===== config.mk =====
export PLATFORM = sky130hd
export DESIGN_NAME = sim_status_collector
export DESIGN_NICKNAME = d
export VERILOG_FILES = /design/src/rtl/sim_status_collector_pkg.sv /design/src/rtl/sim_status_collector_watchdog.sv /design/src/rtl/sim_status_collector.sv
export SDC_FILE = /design/constraint.sdc
export NUM_CORES = 1
export LEC_CHECK = 0
export CAP_MARGIN = 40
export CORE_MARGIN = 10
export CORE_UTILIZATION = 25
export DETAILED_ROUTE_END_ITERATION = 6
export GPL_TIMING_DRIVEN = 0
export SYNTH_ARGS = -nofsm -noshare
export SYNTH_HDL_FRONTEND = slang
export SYNTH_SLANG_ARGS = --single-unit

===== constraint.sdc =====
create_clock -name refclk -period 2.15 [get_ports refclk]
set_clock_uncertainty 0.15 [all_clocks]
set_input_delay 0.43 -clock refclk [delete_from_list [all_inputs] [get_ports refclk]]
set_output_delay 0.43 -clock refclk [all_outputs]
set_load 0.01 [all_outputs]

===== src/rtl/sim_status_collector_pkg.sv =====
`default_nettype none
// ---------------------------------------------------------------------------
// sim_status_pkg: state encoding, summary word layout and popcount helper
// Rev 1.0
// ---------------------------------------------------------------------------
package sim_status_pkg;

  localparam int unsigned MAX_NCH     = 16;
  // Summary word: fail count at the bottom, timeout flag directly above it
  localparam int unsigned SUM_CNT_LSB = 0;

  typedef enum logic [1:0] {
    ST_RUN   = 2'd0,
    ST_DRAIN = 2'd1,
    ST_FINAL = 2'd2
  } state_e;

  function automatic int unsigned sum_cnt_w(input int unsigned nch);
    return $clog2(nch + 1);
  endfunction

  function automatic logic [4:0] popcount16(input logic [MAX_NCH-1:0] v);
    logic [4:0] n;
    n = '0;
    for (int i = 0; i < MAX_NCH; i++) begin
      n = n + {4'd0, v[i]};
    end
    return n;
  endfunction

endpackage
`default_nettype wire


===== src/rtl/sim_status_collector_watchdog.sv =====
`default_nettype none
// ---------------------------------------------------------------------------
// sim_watchdog: saturating cycle counter, flags the last allowed enabled cycle
// Rev 1.0
// ---------------------------------------------------------------------------
module sim_watchdog #(
  parameter  int unsigned TIMEOUT_CYC = 9600,
  localparam int unsigned CNT_W       = $clog2(TIMEOUT_CYC + 1)
) (
  input  logic clk,
  input  logic rst_n,
  input  logic i_clr,
  input  logic i_en,
  output logic o_expire
);

  localparam logic [CNT_W-1:0] C_LAST = CNT_W'(TIMEOUT_CYC - 1);
  localparam logic [CNT_W-1:0] C_SAT  = CNT_W'(TIMEOUT_CYC);

  logic [CNT_W-1:0] cnt_q;
  logic [CNT_W-1:0] cnt_d;

  always_comb begin
    cnt_d = cnt_q;
    if (i_clr) begin
      cnt_d = '0;
    end else if (i_en && (cnt_q != C_SAT)) begin
      cnt_d = cnt_q + CNT_W'(1);
    end
  end

  always_ff @(posedge clk or negedge rst_n) begin
    if (!rst_n) begin
      cnt_q <= '0;
    end else begin
      cnt_q <= cnt_d;
    end
  end

  assign o_expire = i_en && (cnt_q == C_LAST);

endmodule
`default_nettype wire


===== src/rtl/sim_status_collector.sv =====
`default_nettype none
// ---------------------------------------------------------------------------
// sim_status_collector: latches per-channel done/success/report with a
// watchdog, drains reports one per cycle, then holds the aggregate verdict.
// Rev 1.0
// ---------------------------------------------------------------------------
module sim_status_collector
  import sim_status_pkg::*;
#(
  parameter  int unsigned NCH         = 4,
  parameter  int unsigned REPORT_W    = 32,
  parameter  int unsigned TIMEOUT_CYC = 9600,
  localparam int unsigned IDX_W       = (NCH > 1) ? $clog2(NCH) : 1
) (
  input  logic                    refclk,
  input  logic                    rst_n,
  input  logic [NCH-1:0]          ch_enable,
  input  logic [NCH-1:0]          ch_done,
  input  logic [NCH-1:0]          ch_success,
  input  logic [NCH*REPORT_W-1:0] ch_report,
  output logic [NCH-1:0]          done_mask,
  output logic [NCH-1:0]          fail_mask,
  output logic                    timeout,
  output logic                    report_valid,
  output logic [IDX_W-1:0]        report_idx,
  output logic [REPORT_W-1:0]     sim_report,
  output logic                    sim_done,
  output logic                    sim_success
);

  localparam int unsigned      PC_W       = sum_cnt_w(NCH);
  localparam logic [IDX_W-1:0] C_LAST_IDX = IDX_W'(NCH - 1);

  state_e                state_q, state_d;
  logic [NCH-1:0]        done_mask_q, done_mask_d;
  logic [NCH-1:0]        fail_mask_q, fail_mask_d;
  logic                  timeout_q, timeout_d;
  logic [REPORT_W-1:0]   rep_q [NCH];
  logic [REPORT_W-1:0]   rep_d [NCH];
  logic                  report_valid_q, report_valid_d;
  logic [IDX_W-1:0]      report_idx_q, report_idx_d;
  logic [REPORT_W-1:0]   sim_report_q, sim_report_d;
  logic                  sim_done_q, sim_done_d;
  logic                  sim_success_q, sim_success_d;

  logic [NCH-1:0]        w_capture;
  logic                  w_all_done_next;
  logic                  w_expire;
  logic [4:0]            w_fail_cnt;
  logic [IDX_W-1:0]      w_next_idx;

  sim_watchdog #(
    .TIMEOUT_CYC (TIMEOUT_CYC)
  ) u_watchdog (
    .clk      (refclk),
    .rst_n    (rst_n),
    .i_clr    (state_q != ST_RUN),
    .i_en     (state_q == ST_RUN),
    .o_expire (w_expire)
  );

  assign w_capture       = (state_q == ST_RUN) ? (ch_enable & ch_done & ~done_mask_q) : '0;
  assign w_all_done_next = &(done_mask_q | (ch_done & ch_enable) | ~ch_enable);
  assign w_fail_cnt      = popcount16(MAX_NCH'(fail_mask_q));
  assign w_next_idx      = report_idx_q + IDX_W'(1);

  always_comb begin
    state_d        = state_q;
    done_mask_d    = done_mask_q | w_capture;
    fail_mask_d    = fail_mask_q;
    timeout_d      = timeout_q;
    rep_d          = rep_q;
    report_valid_d = report_valid_q;
    report_idx_d   = report_idx_q;
    sim_report_d   = sim_report_q;
    sim_done_d     = sim_done_q;
    sim_success_d  = sim_success_q;

    for (int i = 0; i < NCH; i++) begin
      if (w_capture[i]) begin
        fail_mask_d[i] = ~ch_success[i];
        rep_d[i]       = ch_report[i*REPORT_W +: REPORT_W];
      end
    end

    case (state_q)
      ST_RUN: begin
        if (w_all_done_next || w_expire) begin
          state_d        = ST_DRAIN;
          report_valid_d = 1'b1;
          report_idx_d   = '0;
          // Slot 0 may be captured on this very edge, so use its next value
          sim_report_d   = rep_d[0];
          if (!w_all_done_next) begin
            timeout_d   = 1'b1;
            fail_mask_d = fail_mask_d | (ch_enable & ~done_mask_d);
          end
        end
      end
      ST_DRAIN: begin
        if (report_idx_q == C_LAST_IDX) begin
          state_d        = ST_FINAL;
          report_valid_d = 1'b0;
          report_idx_d   = '0;
          sim_done_d     = 1'b1;
          sim_success_d  = (fail_mask_q == '0) && !timeout_q;
          sim_report_d   = (REPORT_W'(w_fail_cnt) << SUM_CNT_LSB) |
                           (REPORT_W'(timeout_q) << (SUM_CNT_LSB + PC_W));
        end else begin
          report_idx_d = w_next_idx;
          sim_report_d = rep_q[w_next_idx];
        end
      end
      default: ;
    endcase
  end

  always_ff @(posedge refclk or negedge rst_n) begin
    if (!rst_n) begin
      state_q        <= ST_RUN;
      done_mask_q    <= '0;
      fail_mask_q    <= '0;
      timeout_q      <= 1'b0;
      for (int i = 0; i < NCH; i++) begin
        rep_q[i] <= '0;
      end
      report_valid_q <= 1'b0;
      report_idx_q   <= '0;
      sim_report_q   <= '0;
      sim_done_q     <= 1'b0;
      sim_success_q  <= 1'b0;
    end else begin
      state_q        <= state_d;
      done_mask_q    <= done_mask_d;
      fail_mask_q    <= fail_mask_d;
      timeout_q      <= timeout_d;
      rep_q          <= rep_d;
      report_valid_q <= report_valid_d;
      report_idx_q   <= report_idx_d;
      sim_report_q   <= sim_report_d;
      sim_done_q     <= sim_done_d;
      sim_success_q  <= sim_success_d;
    end
  end

  assign done_mask    = done_mask_q;
  assign fail_mask    = fail_mask_q;
  assign timeout      = timeout_q;
  assign report_valid = report_valid_q;
  assign report_idx   = report_idx_q;
  assign sim_report   = sim_report_q;
  assign sim_done     = sim_done_q;
  assign sim_success  = sim_success_q;

endmodule
`default_nettype wire

After elaboration in Yosys (flattened, before gate mapping)
Index checks and enable logic that the tools add are counted.
{"block": "totals", "reg_bits": 190, "inputBits": 142, "output_inout_bits": 46, "wordCells": 84}
{"block": "op_classes", "addsub": 5, "order_cmp": 1, "n_eq_ne": 6, "n_mux": 26, "bitwise": 17, "reduce_logical": 15}
{"op": "2-to-1 mux 32 bit", "n": 5}
{"op": "binary-select mux 32 bit (select 2 bit)", "n": 1}
{"op": "case mux 32 bit (2 select lines)", "n": 1}
{"op": "2-to-1 mux 14 bit", "n": 2}
{"op": "OR 4 bit", "n": 5}
{"op": "2-to-1 mux 4 bit", "n": 4}
{"op": "adder 14 x 1 -> 14 bit (second input constant)", "n": 1}
{"op": "== test 14 bit (second input constant)", "n": 1}
{"op": "inequality test 14 bit (second input constant)", "n": 1}
{"op": "bitwise AND 4 bit", "n": 3}
{"op": "inverter 4 bit", "n": 3}
{"op": "2-to-1 mux 2 bit", "n": 4}
{"op": "case mux 2 bit (2 select lines)", "n": 2}
{"op": "2-to-1 mux 1 bit", "n": 6}
{"op": "AND reduction 3 bit", "n": 2}
{"op": "nonzero test 2 bit", "n": 3}
{"op": "inverter 1 bit", "n": 5}
{"op": "adder 3 x 1 -> 4 bit", "n": 1}
{"op": "zero test 4 bit", "n": 1}
{"op": "inequality test 2 bit (second input constant)", "n": 2}
{"op": "AND reduction 2 bit", "n": 2}
{"op": "AND reduction 4 bit", "n": 1}
{"op": "adder 2 x 1 -> 3 bit", "n": 1}
{"op": "greater-or-equal comparator 3 bit (second input constant)", "n": 1}
{"op": "other kinds (10)", "n": 12}

Depth between registers and ports, before layout
{"block": "depth", "depth_word": 10, "ltp_mapped": 7, "ltp_nobuf": 7}

Cells and area by module
A second synthesis with hierarchy kept.
{"block": "hier_totals", "hier_cells": 584, "hier_area_um2": 8867.3}
{"mod": "sim_status_collector", "instances": 1, "cells_each": 505, "area_per_inst_um2": 8066.5, "seq_area_each_um2": 4379.2}
{"mod": "sim_watchdog", "instances": 1, "cells_each": 79, "area_per_inst_um2": 800.8, "seq_area_each_um2": 350.3}

Worst setup path before layout
Ideal clock, no wire load.
{"block": "synth_timing", "path_kind": "reg2reg", "startpoint": "register report_idx_q[0], in the netlist report_idx[0]", "endpoint": "register sim_report_q[3], in the netlist sim_report[3]", "setup_time_ns": 0.128, "t_arrival_ns": 2.147, "required_ns": 1.872, "path_slack_ns": -0.275, "stages_incl_launch_ff": 7, "n_path_buf": 2, "synth_period_minus_slack_ns": 2.425, "path_cell_list": "dfrtp_1 ha_1 clkbuf_1 buf_2 mux4_4 mux2i_1 o22ai_1"}
{"block": "synth_via", "elab_chain_len": 7, "elab_cells_between_ends": 8, "classes_between": "add/sub: 1; eq/ne: 1; mux: 5; bitwise: 1"}
{"item": "start, declared", "line_no": "sim_status_collector.sv:41", "source": "logic [IDX_W-1:0] report_idx_q, report_idx_d;"}
{"item": "start signal, assigned", "line_no": "sim_status_collector.sv:139", "source": "report_idx_q <= report_idx_d;"}
{"item": "adder 2 x 1 -> 2 bit", "line_no": "sim_status_collector.sv:65", "source": "assign w_next_idx = report_idx_q + IDX_W'(1);"}
{"item": "inverter 2 -> 3 bit (implied by the code)", "line_no": "sim_status_collector.sv:111", "source": "sim_report_d = rep_q[w_next_idx];"}
{"item": "binary-select mux 32 bit (select 2 bit)", "line_no": "sim_status_collector.sv:111"}
{"item": "2-to-1 mux 32 bit (implied by the code) (2 in series)", "line_no": "sim_status_collector.sv:111"}
{"item": "2-to-1 mux 32 bit *", "line_no": "sim_status_collector.sv:101", "source": "if (report_idx_q == C_LAST_IDX) begin"}
{"item": "case mux 32 bit (2 select lines) *", "line_no": "sim_status_collector.sv:86", "source": "case (state_q)"}
{"item": "end signal, assigned", "line_no": "sim_status_collector.sv:140", "source": "sim_report_q <= sim_report_d;"}
{"item": "end, declared", "line_no": "sim_status_collector.sv:42", "source": "logic [REPORT_W-1:0] sim_report_q, sim_report_d;"}
Mark *: on every way between the ends. The rest lies on a longest branch, timed or not. The select of a mux whose other input is x is not followed.
A chain may end at the register's enable or synchronous reset.

Worst setup path after layout
{"block": "layout_timing", "startpoint": "input ch_enable[0]", "endpoint": "register sim_report_q[0], in the netlist sim_report[0]"}
{"block": "layout_via", "elab_chain_len": 7, "elab_cells_between_ends": 13, "classes_between": "eq/ne: 1; mux: 4; bitwise: 5; reduce/logical: 3"}
{"item": "start, declared", "line_no": "sim_status_collector.sv:17", "source": "input logic [NCH-1:0] ch_enable,"}
{"item": "bitwise AND 4 bit", "line_no": "sim_status_collector.sv:62, sim_status_collector.sv:63"}
{"item": "OR 4 bit (2 in series)", "line_no": "sim_status_collector.sv:63", "source": "assign w_all_done_next = &(done_mask_q | (ch_done & ch_enable) | ~ch_enable);"}
{"item": "AND reduction 4 bit", "line_no": "sim_status_collector.sv:63"}
{"item": "logical OR 1 bit", "line_no": "sim_status_collector.sv:88", "source": "if (w_all_done_next || w_expire) begin"}
{"item": "inequality test 2 bit (no source line)"}
{"item": "AND reduction 2 bit (no source line)"}
Parallel ways exist; a longest one is shown, timed or not. The select of a mux whose other input is x is not followed.

==> results.ini <==
[outcome]
status = complete, no violations

[yosys]
syn-cell-area_sq_um = 8560
syn_inst = 629
synth-edff-count = 0
synth-seq-area-share_pct = 55.3
synth_nets = 778
async_flop_share_pct = 100
yosys_warnings = 0
avgSynthCellArea_sq_um = 13.6
ys_types = 55
ys.flop_type = dfrtp_1
ys_seq_elements = 189

[setup_path]
reg2reg_to = sim_report[3]$_DFFE_PN0P_
end_kind = flip-flop
setup.worst_path.start_class = input pin
cp.required_ns = 2.37
arrival_ns = 2.33
cp_max_fo = 10
r2r_start = report_idx[0]$_DFFE_PN0P_
critPathKind = input pin to flip-flop
reg2reg_depth = 6
r2r_slack_ns = 0.04

[layout]
area_growth_pct = 39.5
fill_cells = 3303
regArea_sq_um = 4730
drive_gt1_share_pct = 27.5
nNetsFinal = 1005
utilization_pct = 35.5
multi_input_area_sq_um = 3580
final_common_cell = clkdlybuf4s50_1
final_cell_mix = clkdlybuf4s50_1 (186), dfrtp_1 (185), mux2_2 (95)

[routing]
ant_nets = 0
first_pass_iters = 4
vias = 5943
viasPerCell = 4.50
drc = 0
wirelength_mm = 27.2
post_drt_wl_per_cell_um = 20.6
drtIter0Drc = 238

[power_and_ir_drop]
powerDensity_nw_per_um2 = 1340
peakVddDrop_uv = 741
clkPwrFrac_pct = 21.1
p_int_w = 0.0107
p_leak_nw = 5.14
p_sw_w = 0.00531
power.total_w = 0.0160
switching_share_pct = 33.2
seqPwrFrac_pct = 37.6
combPwrFrac_pct = 41.3

[floorplan]
initial_utilization_pct = 25.5
io_pins = 188
dieWidth_um = 205
core_area_sq_um = 33600
dieArea_sq_um = 42000
die_h_um = 205
rows = 67

[cts]
cts-root-buf = clkbuf_16
numCtsBuffers = 17
h-tree-depth = 4
clkTransAtPathRegs_ns = 0.08
insertion_delay_ns = 0.44
cts_sinks = 189
cts_tree = yes
clk_path_buf_depth = 2

[global_route]
grt_use_total_pct = 13.1
antenna_found_initial = 6
grt_max_degree = 115
grt_first_pass_wirelength_mm = 40.9
grt_pass1_vias = 6567
grt_overflow_total = 0

[placement]
dp_hpwl_mm = 19.5
place.gp.congestion = 0.739
io_buffers = 187

[timing]
tns_ns = 0
rsz0062_at_grt = yes
setup-violations-final = 0
layout_min_cycle_time_ns = 2.11
min_period_over_period_pct = 98.1
hold_violations = 0
holdWs_ns = 0.334
max_slew.worst_pin.slew_ns = 0.660
fmax_mhz = 474
relSlewSlack_pct = 56.0
final-max-slew-violation-count = 0

[worst_hold_path]
hold_path_end = sim_done$_DFFE_PN0P_
hp-class = flip-flop to flip-flop
worstHoldStart = sim_done$_DFFE_PN0P_
hold_path_depth = 1

[run]
drv_cap = 0

## synth_stat cells, types with 5 or more instances
master	number	area, sq um
o21ai_1	52	260
o21ai_0	13	65.1
buf_2	12	60.1
dfrtp_1	189	4730
xor2_1	7	61.3
mux2_1	24	270
nand2b_1	6	37.5
xnor2_1	6	52.6
mux2_4	9	135
nand2_1	41	154
clkbuf_1	9	33.8
nand3_1	5	25.0
mux4_2	30	676
mux2_2	95	1070
inv_1	9	33.8
buf_6	10	113
ha_1	6	75.1
nor2_1	49	184
## worst max-delay path by stage
stage                                   start                    endpoint  slack [ns]  depth (start not counted)
floorplan           report_idx[0]$_DFFE_PN0P_   sim_report[3]$_DFFE_PN0P_        0.02                          6
global placement                        rst_n       rep_q[23]$_DFFE_PN0P_       -7.83                          1
detailed placement     state_q[1]$_DFFE_PN0P_  sim_report[13]$_DFFE_PN0P_       -0.55                          6
CTS                 report_idx[0]$_DFFE_PN0P_   sim_report[3]$_DFFE_PN0P_       0.005                          6
global route           state_q[0]$_DFFE_PN0P_       rep_q[28]$_DFFE_PN0P_       -0.03                          6
finish                           ch_enable[0]   sim_report[0]$_DFFE_PN0P_        0.04                          8
## layout make-up
| type | instances | share of cell area, % |
|---|---|---|
| repair buffers | 208 | 17.4 |
| inverters | 9 | 0.283 |
| multi-input cells | 396 | 30.0 |
| diodes | 5 | 0.105 |
| clock inverters | 15 | 1.59 |
| clock buffers | 17 | 3.56 |
| flip-flops and latches | 189 | 39.7 |
| well taps | 448 | 4.70 |
| plain buffers | 35 | 2.63 |
## metrics by stage
stage               instances  area (sq um)  setup slack, ns
global placement         1264         11000            -7.83
floorplan                 629          8570           0.0177
CTS                      1310         11800          0.00532
finish                   1322         11900           0.0399
global route             1318         11900          -0.0313
detailed placement       1266         11000           -0.553
## registers in the layout, summed over array words and instances, names as in the netlist
name,count
done_mask,4
fail_mask,4
rep_q,128
report_idx,2
sim_done,1
sim_report,32
sim_success,1
state_q,2
timeout,1
u_watchdog.cnt_q,14
## power by group through the flow
stage | combinational (W) | clock, W | sequential (W)
after floorplan | 0.00396 | 0 | 0.00593
after global placement | 0.00628 | 0 | 0.00604
after detailed placement | 0.00640 | 0 | 0.00608
after CTS | 0.00665 | 0.00351 | 0.00603
after global routing | 0.00725 | 0.00364 | 0.00622
final | 0.00662 | 0.00338 | 0.00602
## worst max-delay path, cell delays in order
cell	delay, ns
clkdlybuf4s50_1	0.46
nor3b_1	0.18
or4_4	0.53
o21ai_4	0.15
buf_4	0.15
buf_6	0.15
o21ai_1	0.09
o22ai_2	0.17
## kinds of logic after synthesis
group           after synthesis  synth area share [%]
buf+inv                      44                  3.19
fa+ha+maj                     7                  1.11
flops                       189                  55.3
compound gates               81                  5.38
mux                         164                  26.2
xor+xnor                     13                  1.33
simple gates                131                  7.53
## repair_timing
action / in CTS / in global routing
buffers inserted: 11 / 7
setup endpoints to repair: 146 / 51
pin swaps: 4 / 3
hold buffers: 1 / 0
gates resized for setup: 22 / 12
endpoints found under the hold margin: 75 / 0
## routing by layer
layer	vias up	global-route usage, %	part of all wire (%)
met5	-	0	0.099
met4	4	2.81	0.97
met3	17	4.39	6.2
met2	149	21.8	49
met1	3063	16.0	44
li1	2710	-	-
Power figures use the tool's default switching activity.
